<file path="src/rtl/branch_redirect_ctrl.sv">
// Fetch PC owner: sequences branch/jump redirects, flush windows, stalls and halts.
// Optional statistics counters are built when BRANCH_STATS_EN is defined.
module branch_redirect_ctrl #(
    parameter int unsigned     XLEN         = 32,
    parameter logic [XLEN-1:0] RESET_PC     = '0,
    parameter int unsigned     FLUSH_CYCLES = 2
) (
    input  logic            clk_i,
    input  logic            rst_i,
    input  logic            stall_i,
    input  logic            ex_valid_i,
    input  logic            branch_con_i,
    input  logic            ex_jump_i,
    input  logic            ex_halt_i,
    input  logic [XLEN-1:0] ex_target_i,
    output logic [XLEN-1:0] pc_o,
    output logic            if_id_flush_o,
    output logic            id_ex_flush_o,
    output logic            redirect_o,
    output logic            misaligned_o,
    output logic            halted_o
`ifdef BRANCH_STATS_EN
    ,
    output logic [31:0]     taken_cnt_o,
    output logic [31:0]     jump_cnt_o,
    output logic [31:0]     flush_cycles_cnt_o
`endif
);

    typedef enum logic [1:0] {StRun, StFlush, StHalt} state_e;

    localparam logic [2:0] CntInit = 3'(FLUSH_CYCLES - 1);

    state_e          state_q, state_d;
    logic [2:0]      cnt_q, cnt_d;
    logic [XLEN-1:0] pc_q, pc_d;
    logic            flush_q, flush_d;
    logic            redirect_q, redirect_d;
    logic            mis_q, mis_d;
    logic            halted_q, halted_d;
    logic            live, req, accept;
    logic [XLEN-1:0] tgt, pc_inc;

    // The instruction in EX right after a redirect is already squashed (matters for FLUSH_CYCLES=1).
    assign live   = ex_valid_i & ~redirect_q;
    assign req    = live & (branch_con_i | ex_jump_i);
    assign tgt    = {ex_target_i[XLEN-1:1], 1'b0};
    assign pc_inc = pc_q + XLEN'(4);

    always_comb begin
        state_d    = state_q;
        cnt_d      = cnt_q;
        pc_d       = pc_q;
        flush_d    = 1'b0;
        redirect_d = 1'b0;
        mis_d      = mis_q;
        halted_d   = halted_q;
        accept     = 1'b0;
        unique case (state_q)
            StRun: begin
                if (live && ex_halt_i) begin
                    state_d  = StHalt;
                    halted_d = 1'b1;
                end else if (req && ex_target_i[1]) begin
                    state_d  = StHalt;
                    mis_d    = 1'b1;
                    halted_d = 1'b1;
                end else if (req) begin
                    accept     = 1'b1;
                    pc_d       = tgt;
                    redirect_d = 1'b1;
                    flush_d    = 1'b1;
                    cnt_d      = CntInit;
                    state_d    = (FLUSH_CYCLES > 1) ? StFlush : StRun;
                end else if (!stall_i) begin
                    pc_d = pc_inc;
                end
            end
            StFlush: begin
                if (!stall_i) begin
                    pc_d = pc_inc;
                end
                if (cnt_q == 3'd0) begin
                    state_d = StRun;
                end else begin
                    flush_d = 1'b1;
                    cnt_d   = cnt_q - 3'd1;
                end
            end
            StHalt: begin
                state_d = StHalt;
            end
            default: begin
                state_d = StRun;
            end
        endcase
    end

    always_ff @(posedge clk_i) begin
        if (rst_i) begin
            state_q    <= StRun;
            cnt_q      <= 3'd0;
            pc_q       <= RESET_PC;
            flush_q    <= 1'b0;
            redirect_q <= 1'b0;
            mis_q      <= 1'b0;
            halted_q   <= 1'b0;
        end else begin
            state_q    <= state_d;
            cnt_q      <= cnt_d;
            pc_q       <= pc_d;
            flush_q    <= flush_d;
            redirect_q <= redirect_d;
            mis_q      <= mis_d;
            halted_q   <= halted_d;
        end
    end

    assign pc_o          = pc_q;
    assign if_id_flush_o = flush_q;
    assign id_ex_flush_o = flush_q;
    assign redirect_o    = redirect_q;
    assign misaligned_o  = mis_q;
    assign halted_o      = halted_q;

`ifdef BRANCH_STATS_EN
    logic [31:0] taken_q, jump_q, fcyc_q;
    logic        run_ok;

    assign run_ok = (state_q != StHalt);

    always_ff @(posedge clk_i) begin
        if (rst_i) begin
            taken_q <= '0;
            jump_q  <= '0;
            fcyc_q  <= '0;
        end else if (run_ok) begin
            // Both branch_con and ex_jump set counts as a jump only.
            if (accept && branch_con_i && !ex_jump_i && taken_q != '1) begin
                taken_q <= taken_q + 32'd1;
            end
            if (accept && ex_jump_i && jump_q != '1) begin
                jump_q <= jump_q + 32'd1;
            end
            if (flush_q && fcyc_q != '1) begin
                fcyc_q <= fcyc_q + 32'd1;
            end
        end
    end

    assign taken_cnt_o        = taken_q;
    assign jump_cnt_o         = jump_q;
    assign flush_cycles_cnt_o = fcyc_q;
`endif

endmodule

</file>
<file path="config.mk">
export PLATFORM = sky130hd
export DESIGN_NAME = branch_redirect_ctrl
export DESIGN_NICKNAME = d
export VERILOG_FILES = /design/src/rtl/branch_redirect_ctrl.sv
export SDC_FILE = /design/constraint.sdc
export NUM_CORES = 1
export LEC_CHECK = 0
export BUFFER_PORTS_ARGS = -buffer_cell sky130_fd_sc_hd__buf_4
export CAP_MARGIN = 15
export CORE_ASPECT_RATIO = 2
export CORE_MARGIN = 2
export CORE_UTILIZATION = 55
export DETAILED_ROUTE_END_ITERATION = 12
export GPL_TIMING_DRIVEN = 1
export PLACE_DENSITY = 0.87
export SETUP_SLACK_MARGIN = 0.4
export SLEW_MARGIN = 5
export SYNTH_ARGS = -nofsm -noshare
export SYNTH_HDL_FRONTEND = slang
export SYNTH_SLANG_ARGS = --single-unit
</file>
<file path="constraint.sdc">
create_clock -name clk_i -period 5.5 [get_ports clk_i]
set_input_delay 0.275 -clock clk_i [delete_from_list [all_inputs] [get_ports clk_i]]
set_output_delay 0.275 -clock clk_i [all_outputs]
set_load 0.05 [all_outputs]
</file>
* Word-level counts from Yosys, hierarchy flattened
Index checks and enable logic that the tools add are counted. W data, S select, Z words.
Storage, ports and cells: memories 0, memory bits (writable) 0, input bits 39, ROM bits 0, word-level logic and storage cells 57, bits in latches 0, register bits after elaboration 41
Cells by class: add/subtract/negate cells 2, shift operators 0, order comparisons 0, multiply operators 0, bitwise logic cells 6, equal/unequal tests 8, div/mod/pow operators 0, reductions and logical operators 12, mux-type cells 22
Operator list (number):
- $mux W32 | 4
- $pmux W32 S2 | 1
- $add A32 B3 Y32 const B | 1
- $mux W3 | 4
- $ne A2 B2 Y1 const B | 5
- $mux W2 | 4
- $mux W1 | 6
- $pmux W2 S3 | 1
- $pmux W3 S2 | 1
- $reduce_and A3 Y1 | 2
- $reduce_and A5 Y1 | 1
- $ne A4 B4 Y1 const B | 1
- $reduce_and A2 Y1 | 2
- $reduce_bool A2 Y1 | 2
- $logic_not A3 Y1 | 1
- $not A1 Y1 | 3
- $sub A3 B1 Y3 const B | 1
- $and A1 B1 Y1 | 2
- $eq A2 B1 Y1 const B | 1
- $eq A2 B2 Y1 const B | 1
- $logic_and A1 B1 Y1 | 2
- $logic_not A2 Y1 | 1
- $pmux W1 S2 | 1
- $reduce_or A2 Y1 | 1
- $or A1 B1 Y1 | 1

* Depth between registers and ports, before layout
Gate-level depths: netlist of the first run.
depth after elaboration 7, mapped depth 9

* Worst setup path after synthesis of the first run
Ideal clock, no wire load.
kind reg2reg, from register pc_q[3] (netlist: pc_o[3]), to register pc_q[22] (netlist: pc_o[22]), arrival time 2.160 ns, setup time 0.074 ns, setup slack 3.266 ns, cell stages (with the launch flop) 7, path through dfxtp_1 > ha_1 > nand4b_1 > nor2_1 > nand4_1 > or4_1 > a31oi_1
On the way: word-level cells in the longest chain between the ends 6
Ends and longest elaborated chain:
- from (decl) | RTL line 36 | logic [XLEN-1:0] pc_q, pc_d;
- from (signal assigned) | RTL line 111 | pc_q <= pc_d;
- $add A32 B3 Y32 (*) | RTL line 48 | assign pc_inc = pc_q + XLEN'(4);
- $mux W32 (*) | RTL line 75, 80
- $mux W32 | RTL line 68 | end else if (req) begin
- $mux W32 | RTL line 64 | end else if (req && ex_target_i[1]) begin
- $mux W32 | RTL line 61 | if (live && ex_halt_i) begin
- $pmux W32 S2 (*) | RTL line 59 | unique case (state_q)
Mark *: on every way between the ends. The rest lies on a longest branch, timed or not. The select of a mux whose other input is x is not followed. A chain may end at the register's enable or synchronous reset.

* Final worst setup path of the first run
from register pc_q[2] (netlist: pc_o[2]), to register pc_q[22] (netlist: pc_o[22])
The elaborated chain is that of the path after synthesis.

==> results of run 1 <==
==> where the power goes <==
part | internal (mW) | switching, mW
clock | 0.0864 | 0.101
combinational | 0.103 | 0.191
sequential | 0.317 | 0.0357
==> flip-flops by register name, indices dropped and copies added, names as in the netlist <==
signal and flops:
pc_o 31, cnt_q 3, state_q 2, halted_o 1, id_ex_flush_o 1, misaligned_o 1, redirect_o 1
==> worst min-delay path by stage <==
stage,to,slack (ns),cells past startpoint
after global routing,pc_o[31],0.27,3
after detailed placement,pc_o[1],0.46,1
after global placement,halted_o,0.45,2
after floorplan,cnt_q[1],0.45,2
final,misaligned_o,0.27,3
after CTS,misaligned_o,0.26,3
==> final cells by class <==
| type | count | area share (%) |
|---|---|---|
| well taps | 55 | 2.183 |
| flip-flops and latches | 40 | 25.41 |
| clock inverters | 1 | 0.1588 |
| multi-input cells | 263 | 50.89 |
| clock buffers | 6 | 2.303 |
| inverters | 8 | 0.9528 |
| repair buffers | 76 | 18.10 |
==> critical path: stages (launching register included) <==
cell                       delay [ns]
sky130_fd_sc_hd__dfxtp_1         0.41
sky130_fd_sc_hd__ha_1            0.24
sky130_fd_sc_hd__nand4b_1        0.25
sky130_fd_sc_hd__nor2_1          0.57
sky130_fd_sc_hd__nand4_1         0.19
sky130_fd_sc_hd__or4_1           0.42
sky130_fd_sc_hd__a31oi_1         0.16
==> metal layers <==
layer	vias up	GRT usage (%)	wire length, um
li1	1382	-	-
met1	1361	31.62	2578
met2	120	52.39	3936
met3	21	3.571	387
met4	0	14.00	238
met5	-	0	0
==> stage by stage <==
step | cell area [sq um] | setup slack, ns | power (mW) | hold WS, ns | cells
CTS | 3152 | 3.262 | 0.8350 | 0.2592 | 449
finish | 3152 | 3.188 | 0.8345 | 0.2668 | 449
detailed placement | 3074 | 3.291 | 0.6513 | 0.4643 | 442
global placement | 3074 | 3.355 | 0.6473 | 0.4536 | 442
global route | 3152 | 2.988 | 0.8795 | 0.2700 | 449
floorplan | 2550 | 3.266 | 0.5628 | 0.4496 | 337
==> synth_stat cells (3+ instances only) <==
cell type                  number
sky130_fd_sc_hd__dfxtp_1       40
sky130_fd_sc_hd__a31oi_1        9
sky130_fd_sc_hd__ha_1           3
sky130_fd_sc_hd__and3_1         6
sky130_fd_sc_hd__buf_1          3
sky130_fd_sc_hd__or4_1          7
sky130_fd_sc_hd__inv_1          8
sky130_fd_sc_hd__mux2i_1        3
sky130_fd_sc_hd__nor3_1        12
sky130_fd_sc_hd__a21o_1        10
sky130_fd_sc_hd__clkbuf_1      10
sky130_fd_sc_hd__and2_0         5
sky130_fd_sc_hd__o211ai_1       4
sky130_fd_sc_hd__nand4_1       15
sky130_fd_sc_hd__a21oi_1       33
sky130_fd_sc_hd__a211oi_1       8
sky130_fd_sc_hd__nor2_1        20
sky130_fd_sc_hd__and2_1         4
sky130_fd_sc_hd__nand2b_1       4
sky130_fd_sc_hd__o31a_1         3
sky130_fd_sc_hd__buf_2         10
sky130_fd_sc_hd__nand3_1       15
sky130_fd_sc_hd__o21ai_0       18
sky130_fd_sc_hd__or3_1          9
sky130_fd_sc_hd__o21a_1         5
sky130_fd_sc_hd__nand2_1       29
sky130_fd_sc_hd__nand4b_1       3
==> cell families (layout without fill, tap and decap cells) <==
kind of cell	count (synthesis)	count (layout)	share of synthesized area, %
other cells	1	1	0.1471
compound gates	109	109	27.23
buf+inv	34	91	5.839
mux	4	4	1.619
flops	40	40	31.40
simple gates	146	146	32.29
fa+ha+maj	3	3	1.472
==> placed cells by master, fill, tap and decap left out, types with 3 or more instances in the layout <==
cell type / count
sky130_fd_sc_hd__nand2_1: 29
sky130_fd_sc_hd__nand4b_1: 3
sky130_fd_sc_hd__dfxtp_1: 40
sky130_fd_sc_hd__ha_1: 3
sky130_fd_sc_hd__a211oi_1: 8
sky130_fd_sc_hd__o21ai_0: 18
sky130_fd_sc_hd__and2_0: 5
sky130_fd_sc_hd__a21o_1: 10
sky130_fd_sc_hd__o211ai_1: 4
sky130_fd_sc_hd__nand3_1: 15
sky130_fd_sc_hd__a21oi_1: 32
sky130_fd_sc_hd__o31a_1: 3
sky130_fd_sc_hd__clkbuf_8: 5
sky130_fd_sc_hd__nor2_1: 20
sky130_fd_sc_hd__nand2b_1: 4
sky130_fd_sc_hd__nand4_1: 15
sky130_fd_sc_hd__a31oi_1: 9
sky130_fd_sc_hd__o21a_1: 5
sky130_fd_sc_hd__and3_1: 6
sky130_fd_sc_hd__mux2i_1: 3
sky130_fd_sc_hd__nor3_1: 12
sky130_fd_sc_hd__and2_1: 4
sky130_fd_sc_hd__buf_4: 76
sky130_fd_sc_hd__or3_1: 9
sky130_fd_sc_hd__inv_1: 8
sky130_fd_sc_hd__or4_1: 7
==> results.md, run 1 <==
Yosys:
- After synthesis the netlist holds a flip-flop and latch count of 40.
- For this run, the leading register cell type out of synthesis is sky130_fd_sc_hd__dfxtp_1.
- The share of flip-flops with an asynchronous set or reset after synthesis is 0%.
- The portion of synthesized cell area occupied by the leading cell type is 31.40%.
- The synthesized design spends more area on one cell type than any other, namely sky130_fd_sc_hd__dfxtp_1.
- The mean instance size in the synthesized netlist is between 7 and 8 sq um.
- Summing every instance area after synthesis gives between 2000 and 3000 sq um.
- The synthesized netlist contains 55 unique library cells.
- In the post-synthesis netlist, the biggest area contributors are sky130_fd_sc_hd__dfxtp_1, sky130_fd_sc_hd__a21oi_1, sky130_fd_sc_hd__nand2_1, sky130_fd_sc_hd__nand4_1, sky130_fd_sc_hd__o21ai_0.
- When the netlist entered floorplanning its net count stood at 379.
- The number of cells produced by synthesis is between 300 and 400.
- The synthesized design contains 0 enable-type register cells.
- The Yosys step of the flow raised 0 warnings.
- The sequential area share after synthesis is roughly a third.

Setup path:
- The nature of the critical path endpoint is a flop.
- In this run the critical register-to-register path is captured at pc_o[22].
- Data arrives at the worst endpoint at 2.52 ns.
- The nature of the critical path startpoint is a flop.
- The critical setup path kind is flop to flop.
- The worst endpoint required time is 5.71 ns.
- The startpoint of the worst register-to-register path is pc_o[2].
- Measured in cells, the most critical reg-to-reg path has a length of 6.
- The reg-to-reg setup timing slack is 3.19 ns.
- Tracing the worst setup path back leads to its startpoint at pc_o[2].
- Of all nets on the critical path, the largest fanout is 9.
- The capturing instance or port of the critical path is pc_o[22].

Outcome:
- The flow ran to the end, and the final reports show no timing, DRC or antenna violations.

GRT:
- The global-route usage over all layers is a little under 30%.
- The number of global-route vias before repair is 2656.
- The first global-routing pass estimated ~12000 um of wire.
- The remaining global-route overflow is 0.
- The number of antenna violations at the first check in global routing came to 0.
- The largest net degree at the start of global routing is 47.

CTS:
- The H-tree depth reported by CTS is 2.
- The number of clock sinks is 40.
- The root buffer cell is sky130_fd_sc_hd__clkbuf_8.
- The clock tree from TritonCTS is built.
- No sink is reached through more buffers than the 2 on the longest clock path.
- The number of gates resized after CTS was 0.
- After clock tree synthesis, the flow added hold-fix buffers numbering 0.
- The clock slew at the register clock pins of the worst setup and hold paths is 0.08 ns.
- After clock tree synthesis, the setup repair step added 0 buffers.
- The later pin in the worst-skew pair is clocked with a latency of 0.28 ns.
- The number of clock buffers inserted by TritonCTS is 5.

Floorplanning:
- The area enclosed by the die boundary is 5230 sq um.
- The core region is 4554 sq um.
- The floorplan step set the die width to between 50 and 60 um.
- The initial utilization of the core area, before any placement, comes to 55.99%.
- The die span in y is 100.3 um.
- 76 I/O pins were placed.
- The site row count is 35.

Routing:
- The number of vias after detailed routing is 2884.
- The detailed-routing iteration count for the pre-antenna-repair pass is 4.
- After detailed routing, the number of vias per cell comes to between 6 and 7.
- After detailed routing, the total wire length is 7140 um.
- The initial detailed-routing violation count is 133.
- The count of nets left with antenna violations once routing finished came out at 0.
- For this run, design rule violations remaining after detail routing come to 0.
- The post-detailed-route wirelength per cell is around 16 um.

Timing:
- Summed over all failing endpoints, the final setup total negative slack is 0 ns.
- The final-report setup violation count is 0.
- The clock arrives with 0.003851 ns of skew.
- Measured against its own limit, the worst slew margin works out to about two fifths.
- The worst path needs 2.312 ns of the cycle, external delays included.
- The number of hold violations in the final report is 0.
- The measured slew at the worst slew-check pin is 0.8826 ns.
- The count of pins over their slew limit was 0.
- For this run, the top clock speed supported by timing is 432.6 MHz.
- In the finished design, the share of the clock period the worst path needs comes to 42.03%.
- Setup repair after global routing left no endpoint under its margin.

Power and ir drop:
- The worst-case vdd ir drop is 173.6 uV.
- The leakage power summed over all cells is 1.233 nW.
- Power spread over the standard cell area amounts to 264.8 nW/um^2.

Cells and area:
- Fill cells in the final layout number 400.
- The core utilization of the finished layout is 69.20%.
- Of the cells placed in the final design, the portion with a size suffix greater than 1 is 23.60%.
- In the final layout, flip-flops and latches occupy roughly 800 sq um.
- Summing all multi-input logic gate instances after layout gives 1604 sq um.
- In the final design database the tool counted 436 nets.
- The area growth from synthesis to layout is 23.60%.
- The number of diodes added for antenna fixing is 0.

Placed design:
- After legalization and detailed placement, the total HPWL measured roughly 5100 um.
- The number of I/O port buffers is 73.
- At the end of routability-driven placement, the weighted congestion stood at between 0.8 and 0.9.

Worst hold path:
- The startpoint identified for the worst hold timing path is ex_target_i[1].
- The worst hold-check path type is input pin to flop.

Flow run:
- The max-capacitance violation count is 0.
Note: power is estimated with default switching activity, not from simulation.
==> inputs of run 2 (changes only) <==
--- a/config.mk
+++ b/config.mk
@@ -9,10 +9,10 @@
 export CAP_MARGIN = 15
 export CORE_ASPECT_RATIO = 2
 export CORE_MARGIN = 2
-export CORE_UTILIZATION = 55
+export CORE_UTILIZATION = 47
 export DETAILED_ROUTE_END_ITERATION = 12
 export GPL_TIMING_DRIVEN = 1
-export PLACE_DENSITY = 0.87
+export PLACE_DENSITY = 0.8
 export SETUP_SLACK_MARGIN = 0.4
 export SLEW_MARGIN = 5
 export SYNTH_ARGS = -nofsm -noshare
==> constraint.sdc (replaced) <==
create_clock -name clk_i -period 2.09 [get_ports clk_i]
set_input_delay 0.1045 -clock clk_i [delete_from_list [all_inputs] [get_ports clk_i]]
set_output_delay 0.1045 -clock clk_i [all_outputs]
set_load 0.05 [all_outputs]
==> results.md, run 2 (synthesized netlist as in run 1, its figures left out) <==
Setup path:
- The most critical setup path has its endpoint at pc_o[22].
- The critical path's largest stage delay was 0.44 ns (-0.13 ns).
- The depth of the most critical reg-to-reg path is 7 (+1).
- The critical path depth is 7 (+1).
- The nature of the critical path endpoint is a flop.
- The arrival time at the worst endpoint is 2.05 ns (-0.47 ns).
- The count of buffering cells on the critical path with inverters included came to 1 (+1).
- The cell family contributing the most delay on the critical path is simple AND/OR/NAND/NOR gates.
- The most critical setup path has its startpoint at pc_o[2].
- Walking the worst path, the cells encountered are ha_4, nand4b_1, buf_6, nor2_4, nand4_1, or4_1, a31oi_1.
- The worst endpoint required time is 2.33 ns (-3.38 ns).
- The standard cell with the maximum stage delay on the critical path is sky130_fd_sc_hd__or4_1.
- The reg-to-reg setup timing slack is 0.27 ns (-2.92 ns).
- The nature of the critical path startpoint is a flop.
- The largest fanout on the critical path is 4 (-5).
- The worst register-to-register path ends at pc_o[22].
- The startpoint identified for the worst register-to-register timing path is pc_o[2].
- The critical setup path kind is flop to flop.

GRT:
- The global-route usage over all layers was 27.34% (-1.5 points).
- The remaining global-route overflow was 0 (unchanged).
- The number of global-route vias before repair was 2864 (+7.8%).
- The global-route wire length before repair is 13320 um (+12%).
- The number of antenna violations at the first check in global routing is 0 (unchanged).
- The largest net degree at the start of global routing was 39 (-17%).

CTS:
- The clock slew at the register clock pins of the worst setup and hold paths was 0.08 ns (about the same).
- The clock tree from TritonCTS is built.
- The H-tree depth reported by CTS is 2 (unchanged).
- The number of clock buffers inserted by TritonCTS came to 5 (unchanged).
- The largest buffer count on any clock path is 2 (unchanged).
- The number of clock sinks is 40 (unchanged).
- In this run the clock root is driven by a sky130_fd_sc_hd__clkbuf_8.
- The insertion delay to the later sink of the worst-skew pair came to 0.31 ns (+0.03 ns).

Timing:
- The shortest clock period the worst path allows after layout is 1.817 ns (-0.4948 ns).
- The sum of negative setup slack is 0 ns (unchanged).
- The fmax is 550.4 MHz (+27%).
- The final worst slack came to 0.2731 ns (-2.915 ns).
- The final hold slack is 0.07098 ns (-0.1958 ns).
- The number of hold violations in the final report is 0 (unchanged).
- The final critical-path share of the clock period was 86.93% (+45 points).
- The final-report setup violation count is 0 (unchanged).
- The worst clock skew was 0.004926 ns (+0.001074 ns).
- Setup repair after global routing could not meet its margin everywhere.
- The count of pins over their slew limit is 0 (unchanged).

Routing:
- The via density per instance is 6.422 (about the same).
- The aggregate routed wire length was 8864 um (+24%).
- The post-detailed-route wirelength per cell is 18.16 um (+14%).
- The number of vias after detailed routing is 3134 (+8.7%).
- The post-detailed-route DRC marker count is 0 (unchanged).
- The detailed-routing iteration count for the pre-antenna-repair pass was 5 (+1).
- The initial detailed-routing violation count was 182 (+37%).
- The final antenna-violating net count came to 0 (unchanged).

Placed design:
- The placed cell count is 452 (+2.3%).
- The final weighted congestion in routability-driven placement is 0.8481 (+0.69%).
- The number of I/O port buffers came to 73 (unchanged).
- The setup slack at placement is 0.2144 ns (-3.077 ns).
- The estimated wirelength of the detail-placed design is 5082 um (+0.29%).
- The post-detailed-placement cell area is 3338 sq um (+8.6%).

Floorplanning:
- The area enclosed by the die boundary is 6066 sq um (+16%).
- The die span in y came to 108.2 um (+7.9%).
- The starting density of the core is 47.89% (-8.1 points).
- The site row count is 38 (+8.6%).
- The die outline width came to 56.09 um (+7.6%).
- The count of pins on the block boundary is 76 (unchanged).
- The placeable core area is 5325 sq um (+17%).

Cells and area:
- The net count reported at finish is 469 (+7.6%).
- The proportion of layout cells with a drive suffix above 1 is 40.89% (+17 points).
- The final non-filler cell area is 3772 sq um (+20%).
- Leaving out fill and tap cells, the most frequent cells in the layout are sky130_fd_sc_hd__buf_4, sky130_fd_sc_hd__a21oi_1, sky130_fd_sc_hd__nand2_1.
- The core utilization of the finished layout came to 70.84% (+1.6 points).
- The flip-flop count of the largest register after layout is 31 (unchanged).
- The commonest non-fill, non-tap cell in the layout is sky130_fd_sc_hd__buf_4.
- The layout overhead on the synthesized area is 47.94%.
- The number of diodes added for antenna fixing was 0 (unchanged).
- The final cell count without fillers is 488 (+8.7%).

Power and ir drop:
- The areal power density over the cells is 663.8 nW/um^2 (+150%).
- The overall power of the completed layout was 2.504 mW (+200%).
- The worst-case vdd ir drop came to 660.4 uV (+280%).
- The leakage power summed over all cells is 1.483 nW (+20%).

Worst hold path:
- In this run the worst hold path is classified as input pin to flop.

Outcome:
- The flow ran to the end, and the final reports show no timing, DRC or antenna violations.

Flow run:
- The max-capacitance violation count is 0 (unchanged).
## run 2: routing by layer
metal	part of all wire (%)	routed length, um	vias up	global-route usage, %
met4	3.2	287	0	14.12
met5	0	0	-	0
li1	-	-	1457	-
met2	51	4482	166	46.13
met1	39	3492	1481	32.54
met3	6.8	602	30	5.144
## run 2: area by class of cell
cell class	count	area (sq um)
Tap cell	60	75.07
Clock inverter	3	37.54
Multi-Input combinational cell	266	1783
Inverter	8	30.03
Fill cell	412	1553
Sequential cell	40	899.6
Clock buffer	5	68.82
Timing Repair Buffer	106	878.3
## run 2: worst min-delay path by stage
stage                                from         end  cells after the start
after floorplan                 ex_halt_i  redirect_o                      2
after global placement    ex_target_i[31]    pc_o[31]                      3
after detailed placement   ex_target_i[1]  redirect_o                      3
after CTS                 ex_target_i[31]    pc_o[31]                      3
after global routing      ex_target_i[31]    pc_o[31]                      3
final                     ex_target_i[31]    pc_o[31]                      3
## run 2: power breakdown
part / switching, mW / internal, mW / leakage, nW
sequential: 0.100 / 0.840 / 0.348
combinational: 0.567 / 0.353 / 1.08
clock: 0.296 / 0.348 / 0.0532
total: 0.963 / 1.54 / 1.48
## run 2: repair_timing
item / CTS / global route
endpoints found under the setup margin: 27 / 18
buffers inserted: 13 / 11
gates cloned: 2 / 2
hold buffers: 0 / 0
gates resized for setup: 7 / 17
pin swaps: 8 / 13
## run 2: worst reg2reg max path, cell delays in order, from the launching register on
cell and delay [ns]:
sky130_fd_sc_hd__dfxtp_4 0.38, sky130_fd_sc_hd__ha_4 0.14, sky130_fd_sc_hd__nand4b_1 0.14, sky130_fd_sc_hd__buf_6 0.17, sky130_fd_sc_hd__nor2_4 0.14, sky130_fd_sc_hd__nand4_1 0.19, sky130_fd_sc_hd__or4_1 0.44, sky130_fd_sc_hd__a31oi_1 0.14
